`config.mk`:
```
export PLATFORM = sky130hd
export DESIGN_NAME = triloc_input_packer_flat
export DESIGN_NICKNAME = d
export VERILOG_FILES = /design/src/rtl/triloc_input_packer_if.sv /design/src/rtl/triloc_input_packer.sv /design/src/flat_wrapper.sv
export SDC_FILE = /design/constraint.sdc
export NUM_CORES = 1
export LEC_CHECK = 0
export BUFFER_PORTS_ARGS = -buffer_cell sky130_fd_sc_hd__buf_2
export CAP_MARGIN = 20
export CORE_UTILIZATION = 25
export DETAILED_ROUTE_END_ITERATION = 10
export PLACE_DENSITY = 0.42
export SYNTH_ARGS = -nofsm -noshare
export SYNTH_HDL_FRONTEND = slang
export SYNTH_SLANG_ARGS = --single-unit
```
`constraint.sdc`:
```
create_clock -name clk -period 5.5 [get_ports clk]
set_input_delay 0.825 -clock clk [delete_from_list [all_inputs] [get_ports clk]]
set_output_delay 0.825 -clock clk [all_outputs]
set_load 0.05 [all_outputs]
```
`src/rtl/triloc_input_packer_if.sv`:
```
//------------------------------------------------------------------------------
// Module      : triloc_input_packer_if
// Description : Operand stream and packed party vector bundle for the TriLoc packer.
// Revision    : 1.0 - initial release
//------------------------------------------------------------------------------
`default_nettype none

interface triloc_input_packer_if #(
  parameter int N = 8
);
  logic             in_valid;
  logic             in_ready;
  logic [N:0]       in_data;
  logic             in_first;
  logic             out_valid;
  logic             out_ready;
  logic [2*N-1:0]   p0_input;
  logic [2*N-1:0]   p1_input;
  logic [2*N-1:0]   p2_input;
  logic [3*N+2:0]   p3_input;
  logic             fmt_err;

  modport master (
    output in_valid, in_data, in_first, out_ready,
    input  in_ready, out_valid, p0_input, p1_input, p2_input, p3_input, fmt_err
  );

  modport slave (
    input  in_valid, in_data, in_first, out_ready,
    output in_ready, out_valid, p0_input, p1_input, p2_input, p3_input, fmt_err
  );
endinterface

`default_nettype wire

```
`src/rtl/triloc_input_packer.sv`:
```
//------------------------------------------------------------------------------
// Module      : triloc_input_packer
// Description : Packs the nine-word trilateration operand stream into p0..p3.
// Revision    : 1.0 - initial release
//------------------------------------------------------------------------------
`default_nettype none

module triloc_input_packer #(
  parameter int N = 8
) (
  input  logic                    clk,
  input  logic                    rst_n,
  triloc_input_packer_if.slave    bus
);

  typedef enum logic [0:0] {
    S_COLLECT = 1'b0,
    S_HOLD    = 1'b1
  } state_t;

  localparam logic [3:0] C_LAST_IDX  = 4'd8;
  localparam logic [3:0] C_LAST_COORD = 4'd5;

  state_t           r_state;
  state_t           w_state_nxt;
  logic [3:0]       r_idx;
  logic [3:0]       w_idx_nxt;
  logic [3:0]       w_slot;
  logic [2*N-1:0]   r_p0;
  logic [2*N-1:0]   r_p1;
  logic [2*N-1:0]   r_p2;
  logic [3*N+2:0]   r_p3;
  logic             r_fmt_err;

  logic             w_accept;
  logic             w_orphan;
  logic             w_resync;
  logic             w_write;
  logic             w_sign_err;
  logic             w_last;
  logic             w_fmt_err_nxt;

  assign bus.in_ready  = (r_state == S_COLLECT);
  assign bus.out_valid = (r_state == S_HOLD);
  assign bus.p0_input  = r_p0;
  assign bus.p1_input  = r_p1;
  assign bus.p2_input  = r_p2;
  assign bus.p3_input  = r_p3;
  assign bus.fmt_err   = r_fmt_err;

  // An in_first word mid-frame restarts the frame, so it lands in slot 0.
  assign w_accept      = bus.in_valid & bus.in_ready;
  assign w_orphan      = w_accept & (r_idx == 4'd0) & ~bus.in_first;
  assign w_resync      = w_accept & (r_idx != 4'd0) &  bus.in_first;
  assign w_write       = w_accept & ~w_orphan;
  assign w_slot        = w_resync ? 4'd0 : r_idx;
  assign w_last        = w_write & (w_slot == C_LAST_IDX);
  assign w_sign_err    = w_write & (w_slot <= C_LAST_COORD) &
                         (bus.in_data[N] != bus.in_data[N-1]);
  assign w_fmt_err_nxt = w_orphan | w_resync | w_sign_err;

  always_comb begin
    w_idx_nxt = r_idx;
    if (w_write) begin
      w_idx_nxt = w_last ? 4'd0 : (w_slot + 4'd1);
    end
  end

  always_ff @(posedge clk or negedge rst_n) begin
    if (!rst_n) begin
      r_state <= S_COLLECT;
    end else begin
      r_state <= w_state_nxt;
    end
  end

  always_comb begin
    w_state_nxt = r_state;
    case (r_state)
      S_COLLECT: if (w_last)        w_state_nxt = S_HOLD;
      S_HOLD:    if (bus.out_ready) w_state_nxt = S_COLLECT;
      default:                      w_state_nxt = S_COLLECT;
    endcase
  end

  always_ff @(posedge clk or negedge rst_n) begin
    if (!rst_n) begin
      r_idx     <= 4'd0;
      r_fmt_err <= 1'b0;
      r_p0      <= '0;
      r_p1      <= '0;
      r_p2      <= '0;
      r_p3      <= '0;
    end else begin
      r_idx     <= w_idx_nxt;
      r_fmt_err <= w_fmt_err_nxt;
      if (w_write) begin
        case (w_slot)
          4'd0: r_p0[2*N-1:N]     <= bus.in_data[N-1:0];
          4'd1: r_p0[N-1:0]       <= bus.in_data[N-1:0];
          4'd2: r_p1[2*N-1:N]     <= bus.in_data[N-1:0];
          4'd3: r_p1[N-1:0]       <= bus.in_data[N-1:0];
          4'd4: r_p2[2*N-1:N]     <= bus.in_data[N-1:0];
          4'd5: r_p2[N-1:0]       <= bus.in_data[N-1:0];
          4'd6: r_p3[3*N+2:2*N+2] <= bus.in_data;
          4'd7: r_p3[2*N+1:N+1]   <= bus.in_data;
          4'd8: r_p3[N:0]         <= bus.in_data;
          default: ;
        endcase
      end
    end
  end

endmodule

`default_nettype wire

```
`src/flat_wrapper.sv`:
```
// flat-port wrapper written by rule: the top's interface ports become plain ports
module triloc_input_packer_flat 
#(
  parameter int N = 8
)
  (clk, rst_n, bus_in_valid, bus_in_data, bus_in_first, bus_out_ready, bus_in_ready, bus_out_valid, bus_p0_input, bus_p1_input, bus_p2_input, bus_p3_input, bus_fmt_err);
  triloc_input_packer_if #(.N(N)) bus_i ();
  input  logic clk;
  input  logic rst_n;
  input wire logic [$bits(bus_i.in_valid)-1:0] bus_in_valid;
  input wire logic [$bits(bus_i.in_data)-1:0] bus_in_data;
  input wire logic [$bits(bus_i.in_first)-1:0] bus_in_first;
  input wire logic [$bits(bus_i.out_ready)-1:0] bus_out_ready;
  output wire logic [$bits(bus_i.in_ready)-1:0] bus_in_ready;
  output wire logic [$bits(bus_i.out_valid)-1:0] bus_out_valid;
  output wire logic [$bits(bus_i.p0_input)-1:0] bus_p0_input;
  output wire logic [$bits(bus_i.p1_input)-1:0] bus_p1_input;
  output wire logic [$bits(bus_i.p2_input)-1:0] bus_p2_input;
  output wire logic [$bits(bus_i.p3_input)-1:0] bus_p3_input;
  output wire logic [$bits(bus_i.fmt_err)-1:0] bus_fmt_err;
  assign bus_i.in_valid = bus_in_valid;
  assign bus_i.in_data = bus_in_data;
  assign bus_i.in_first = bus_in_first;
  assign bus_i.out_ready = bus_out_ready;
  assign bus_in_ready = bus_i.in_ready;
  assign bus_out_valid = bus_i.out_valid;
  assign bus_p0_input = bus_i.p0_input;
  assign bus_p1_input = bus_i.p1_input;
  assign bus_p2_input = bus_i.p2_input;
  assign bus_p3_input = bus_i.p3_input;
  assign bus_fmt_err = bus_i.fmt_err;
  triloc_input_packer #(.N(N)) u_core (.clk(clk), .rst_n(rst_n), .bus(bus_i));
endmodule
```
# --- Word-level counts from Yosys, hierarchy flattened ---
# Cells that the tools add are included.
word_totals:
  reg_bits: 81
  latchBits: 0
  ramBits: 0
  rom_bits: 0
  in_bits: 14
  output_inout_bits: 78
  elab_cells: 54
  memories: 0
classes:
  add_sub_neg: 1
  multipliers: 0
  div_mod_pow: 0
  n_lt_le_gt_ge: 1
  eq_ne: 9
  n_shift: 0
  n_mux: 5
  bitwise_logic: 14
  n_reduce_logical: 12
ops:
  columns: ["operator", "count"]
  rows:
  - ["AND reduction 2 bit", 9]
  - ["equality test 4 x 3 -> 1 bit (second input constant)", 4]
  - ["bitwise AND 1 bit", 9]
  - ["equality test 4 x 2 -> 1 bit (second input constant)", 2]
  - ["zero test 4 bit", 2]
  - ["two-way mux 4 bit", 2]
  - ["adder 4 x 1 -> 4 bit (second input constant)", 1]
  - ["equality test 4 x 1 -> 1 bit (second input constant)", 1]
  - ["equality test 4 bit (second input constant)", 1]
  - ["<= comparator 4 x 3 -> 1 bit (second input constant)", 1]
  - ["nonzero test 4 bit", 1]
  - ["inverter 1 bit", 3]
  - ["two-way mux 1 bit", 2]
  - ["OR 1 bit", 2]
  - ["one-hot mux 1 bit (2 select lines)", 1]
  - ["!= test 1 bit", 1]

# --- Logic depth before layout (Yosys ltp) ---
logic_depth:
  depth_word: 9
  ltp_mapped: 9
  ltp_nobuf: 7

# --- Worst setup path after synthesis ---
# OpenSTA, ideal clock, no wires.
synth_timing:
  path_kind: "input -> register"
  startpoint: "input bus_in_first"
  endpoint: "register u_core.r_p3[0] (netlist: u_core.bus.p3_input[0])"
  setup_ns: 0.125
  arrival_ns: 2.599
  t_required_ns: 5.375
  setup_slack_ns: 2.776
  stages: 9
  path_buffers: 3
  path_cell_list: "clkbuf_1 > nand3b_1 > nand2_1 > ha_1 > buf_4 > nand3b_4 > or4_1 > buf_6 > mux2_4"
synth_via:
  elab_chain_cells: 5
  word_cells_on_any_way: 8
  classes_between: "eq/ne (1); mux (1); bitwise (5); reduce/logical (1)"
synth_lines:
  columns: ["element", "line", "rtl"]
  rows:
  - ["start: declaration", "flat_wrapper.sv:12", "input wire logic [$bits(bus_i.in_first)-1:0] bus_in_first;"]
  - ["parallel branches: the longest is 4 deep, another holds two-way mux 4 bit", null, null]
  - ["AND reduction 2 bit (no source line) *", null, null]
  - ["end signal: indexed assignment", "triloc_input_packer.sv:105", "4'd6: r_p3[3*N+2:2*N+2] <= bus.in_data;"]
  - ["end signal: indexed assignment", "triloc_input_packer.sv:106", "4'd7: r_p3[2*N+1:N+1] <= bus.in_data;"]
  - ["end signal: indexed assignment", "triloc_input_packer.sv:107", "4'd8: r_p3[N:0] <= bus.in_data;"]
  - ["end: declaration", "triloc_input_packer.sv:32", "logic [3*N+2:0] r_p3;"]
# Every way passes the cells marked *.
# A chain may end at the register's enable or synchronous reset.

# --- Worst setup path after layout ---
# Same ends and word-level chain as after synthesis.

==> results by group <==
Run status
  • Status: finished, final reports clean

Setup path
  • Crit path max fanout: 11
  • Kind of critical path: in -> reg
  • Crit end category: register
  • CP required: 5.71 ns
  • CP Launch Type: input port
  • Crit path DAT: 3.08 ns

Timing
  • Endpoints failing hold: 0
  • Slew @ Worst Pin: 1.10 ns
  • Min cycle time layout: 2.87 ns
  • Final worst path period share: 52.1%
  • Setup TNS: 0 ns
  • # setup viols final: 0
  • Unrepaired setup endpoints after global routing: false
  • Max Clock Skew: 0.00952 ns
  • Max Transition Viols Final: 0
  • Relative slew slack: 25.5%
  • Max Fclk: 0.349 GHz

Clocking
  • Clock sinks: 81
  • Hold buffer count at CTS: 0
  • TritonCTS Buffers: 9
  • Clock root buffer: clkbuf_16
  • Setup bufs post-CTS: 0
  • CTS tree: built
  • Clk buf depth: 2
  • H-tree depth: 3
  • Skew-Pair Late Insertion Delay: 0.33 ns
  • Clk slew on worst S/H paths: 0.06 ns
  • # resized after CTS: 0

Route
  • Remaining DRCs: 0
  • Vias post-DR: 2332
  • DRT iter0 DRCs: 85
  • Routed Antenna Nets: 0
  • Via/cell ratio: 4.45
  • WL final: 9540 um
  • Detailed Routing Iterations Pass 1: 4
  • Routed WL per cell: 18.2 um

Global route
  • Vias in the first global route: 2502
  • Busiest grt layer: met2
  • Antenna violations before repair: 0
  • First-pass GRT wire length: 14700 um
  • GRT Total Usage: 14.0%
  • Total gr overflow: 0
  • Met2 Resource Use GR: 22.7%
  • Grt met3 use: 3.88%
  • Largest net degree at the start of global routing: 82
  • GR Util met1: 18.0%

Synthesis
  • Synth top area share: 59.3%
  • Post-Syn Nets: 266
  • Post-synth EDFFs: 0
  • Cell Area, Synth: 3420 um^2
  • Yosys cell types: 37
  • Fraction of registers with async set/reset: 100%
  • Sequential cell area fraction in the yosys report: 59.3%
  • Post-synth top cells: 81 x dfrtp_1, 50 x mux2_2, 21 x nand2_1
  • Cells after synthesis: 250
  • Synth top area cells: dfrtp_1 59%, mux2_2 16%, o32ai_1 4.1%, mux2_4 4.0%, nand2_1 2.3%
  • Synth area leader: dfrtp_1
  • Mean Syn Cell Area: 13.7 um^2
  • Post-synth top flop: dfrtp_1
  • Register bit total from synthesis: 81
  • Most frequent cell after synthesis: dfrtp_1
  • Yosys warns: 0

Min path
  • Hold WC Path Type: in -> async

Final layout
  • Nets: 359
  • Layout area overhead: 28.0%
  • # fillers: 1361
  • ANT cells: 0
  • Layout cells sized above 1: 50.3%

Job
  • Max_cap viols: 0

Floorplan
  • Die Area: 14200 um^2
  • I/O pin total: 92
  • Initial Util: 25.7%
  • Die Height: 119 um
  • Die Width: 119 um
  • Core ar.: 13300 um^2
  • Row count: 42

Placed design
  • IO Port Bufs: 91
  • Final RePlAce weighted congestion: 0.786
  • DP HPWL: 6330 um
-- logic make-up (layout without fill, tap and decap cells) --
family | after synthesis | after routing | share of synthesized area [%]
fa+ha+maj | 2 | 2 | 0.731
flops | 81 | 81 | 59.3
buf+inv | 25 | 123 | 3.40
mux | 59 | 59 | 20.4
simple gates | 49 | 49 | 8.82
compound gates | 32 | 32 | 6.88
xor+xnor | 2 | 2 | 0.512
-- area by class of cell --
type / count / area [um^2] / share of cell area [%]
Sequential cell: 81 / 2030 / 46.3
Multi-Input combinational cell: 144 / 1280 / 29.2
Timing Repair Buffer: 93 / 493 / 11.3
Clock buffer: 14 / 274 / 6.26
Tap cell: 176 / 220 / 5.03
Inverter: 14 / 52.6 / 1.20
Clock inverter: 2 / 35.0 / 0.800
-- state kept, by name, summed over array words and instances (netlist names) --
register / flops
u_core.bus.p0_input: 16
u_core.bus.p1_input: 16
u_core.bus.p3_input: 27
u_core.bus.p2_input: 16
u_core.bus.fmt_err: 1
u_core.bus.out_valid: 1
u_core.r_idx: 4
-- routing by layer --
layer	wire length, um	up-vias	share of wire (%)
li1	-	1084	-
met1	4430	1182	46
met2	4550	56	48
met3	420	10	4.4
met4	144	0	1.5
met5	0	-	0
-- worst paths after layout --
| path | from | endpoint | slack, ns | cells past startpoint |
|---|---|---|---|---|
| max in group asynchronous | rst_n | u_core.bus.p1_input[4] | 4.54 | 2 |
| worst max-delay path | bus_in_first | u_core.bus.p3_input[0] | 2.63 | 7 |
| worst min-delay path | rst_n | u_core.bus.p0_input[8] | 0.35 | 1 |
| worst max register to register | u_core.bus.out_valid | u_core.bus.p3_input[0] | 2.76 | 6 |
| worst min register to register | u_core.bus.p2_input[15] | u_core.bus.p2_input[15] | 0.50 | 1 |
| min in group clk | u_core.bus.p2_input[15] | u_core.bus.p2_input[15] | 0.50 | 1 |
-- metrics by stage --
stage	cell area, um^2	hold slack [ns]	worst slack (ns)	instances	utilization, %
floorplan	3420	0.529	2.78	250	-
global placement	4040	0.484	2.40	507	30.4
detailed placement	4040	0.488	2.29	507	30.4
CTS	4350	0.506	2.63	523	32.7
global route	4380	0.348	2.53	524	32.9
finish	4380	0.349	2.63	524	32.9
-- layout by cell type, fill, tap and decap left out, types with 5 or more instances in the layout --
cell	instances
o21ai_0	5
inv_1	14
mux2_2	50
clkbuf_16	9
o32ai_1	16
dfrtp_1	81
nand2_1	21
buf_2	90
mux2_4	9
a21oi_1	6
-- critical path: stages --
cell and delay (ns):
buf_2 0.22, nand3b_1 0.15, nand2_1 0.12, ha_1 0.36, nand3b_4 0.19, or4_1 0.79, mux2_4 0.41
Power is left out: the tool's default activity adds up to more than one toggle a clock period on the data nets, which glitch-free logic cannot reach.
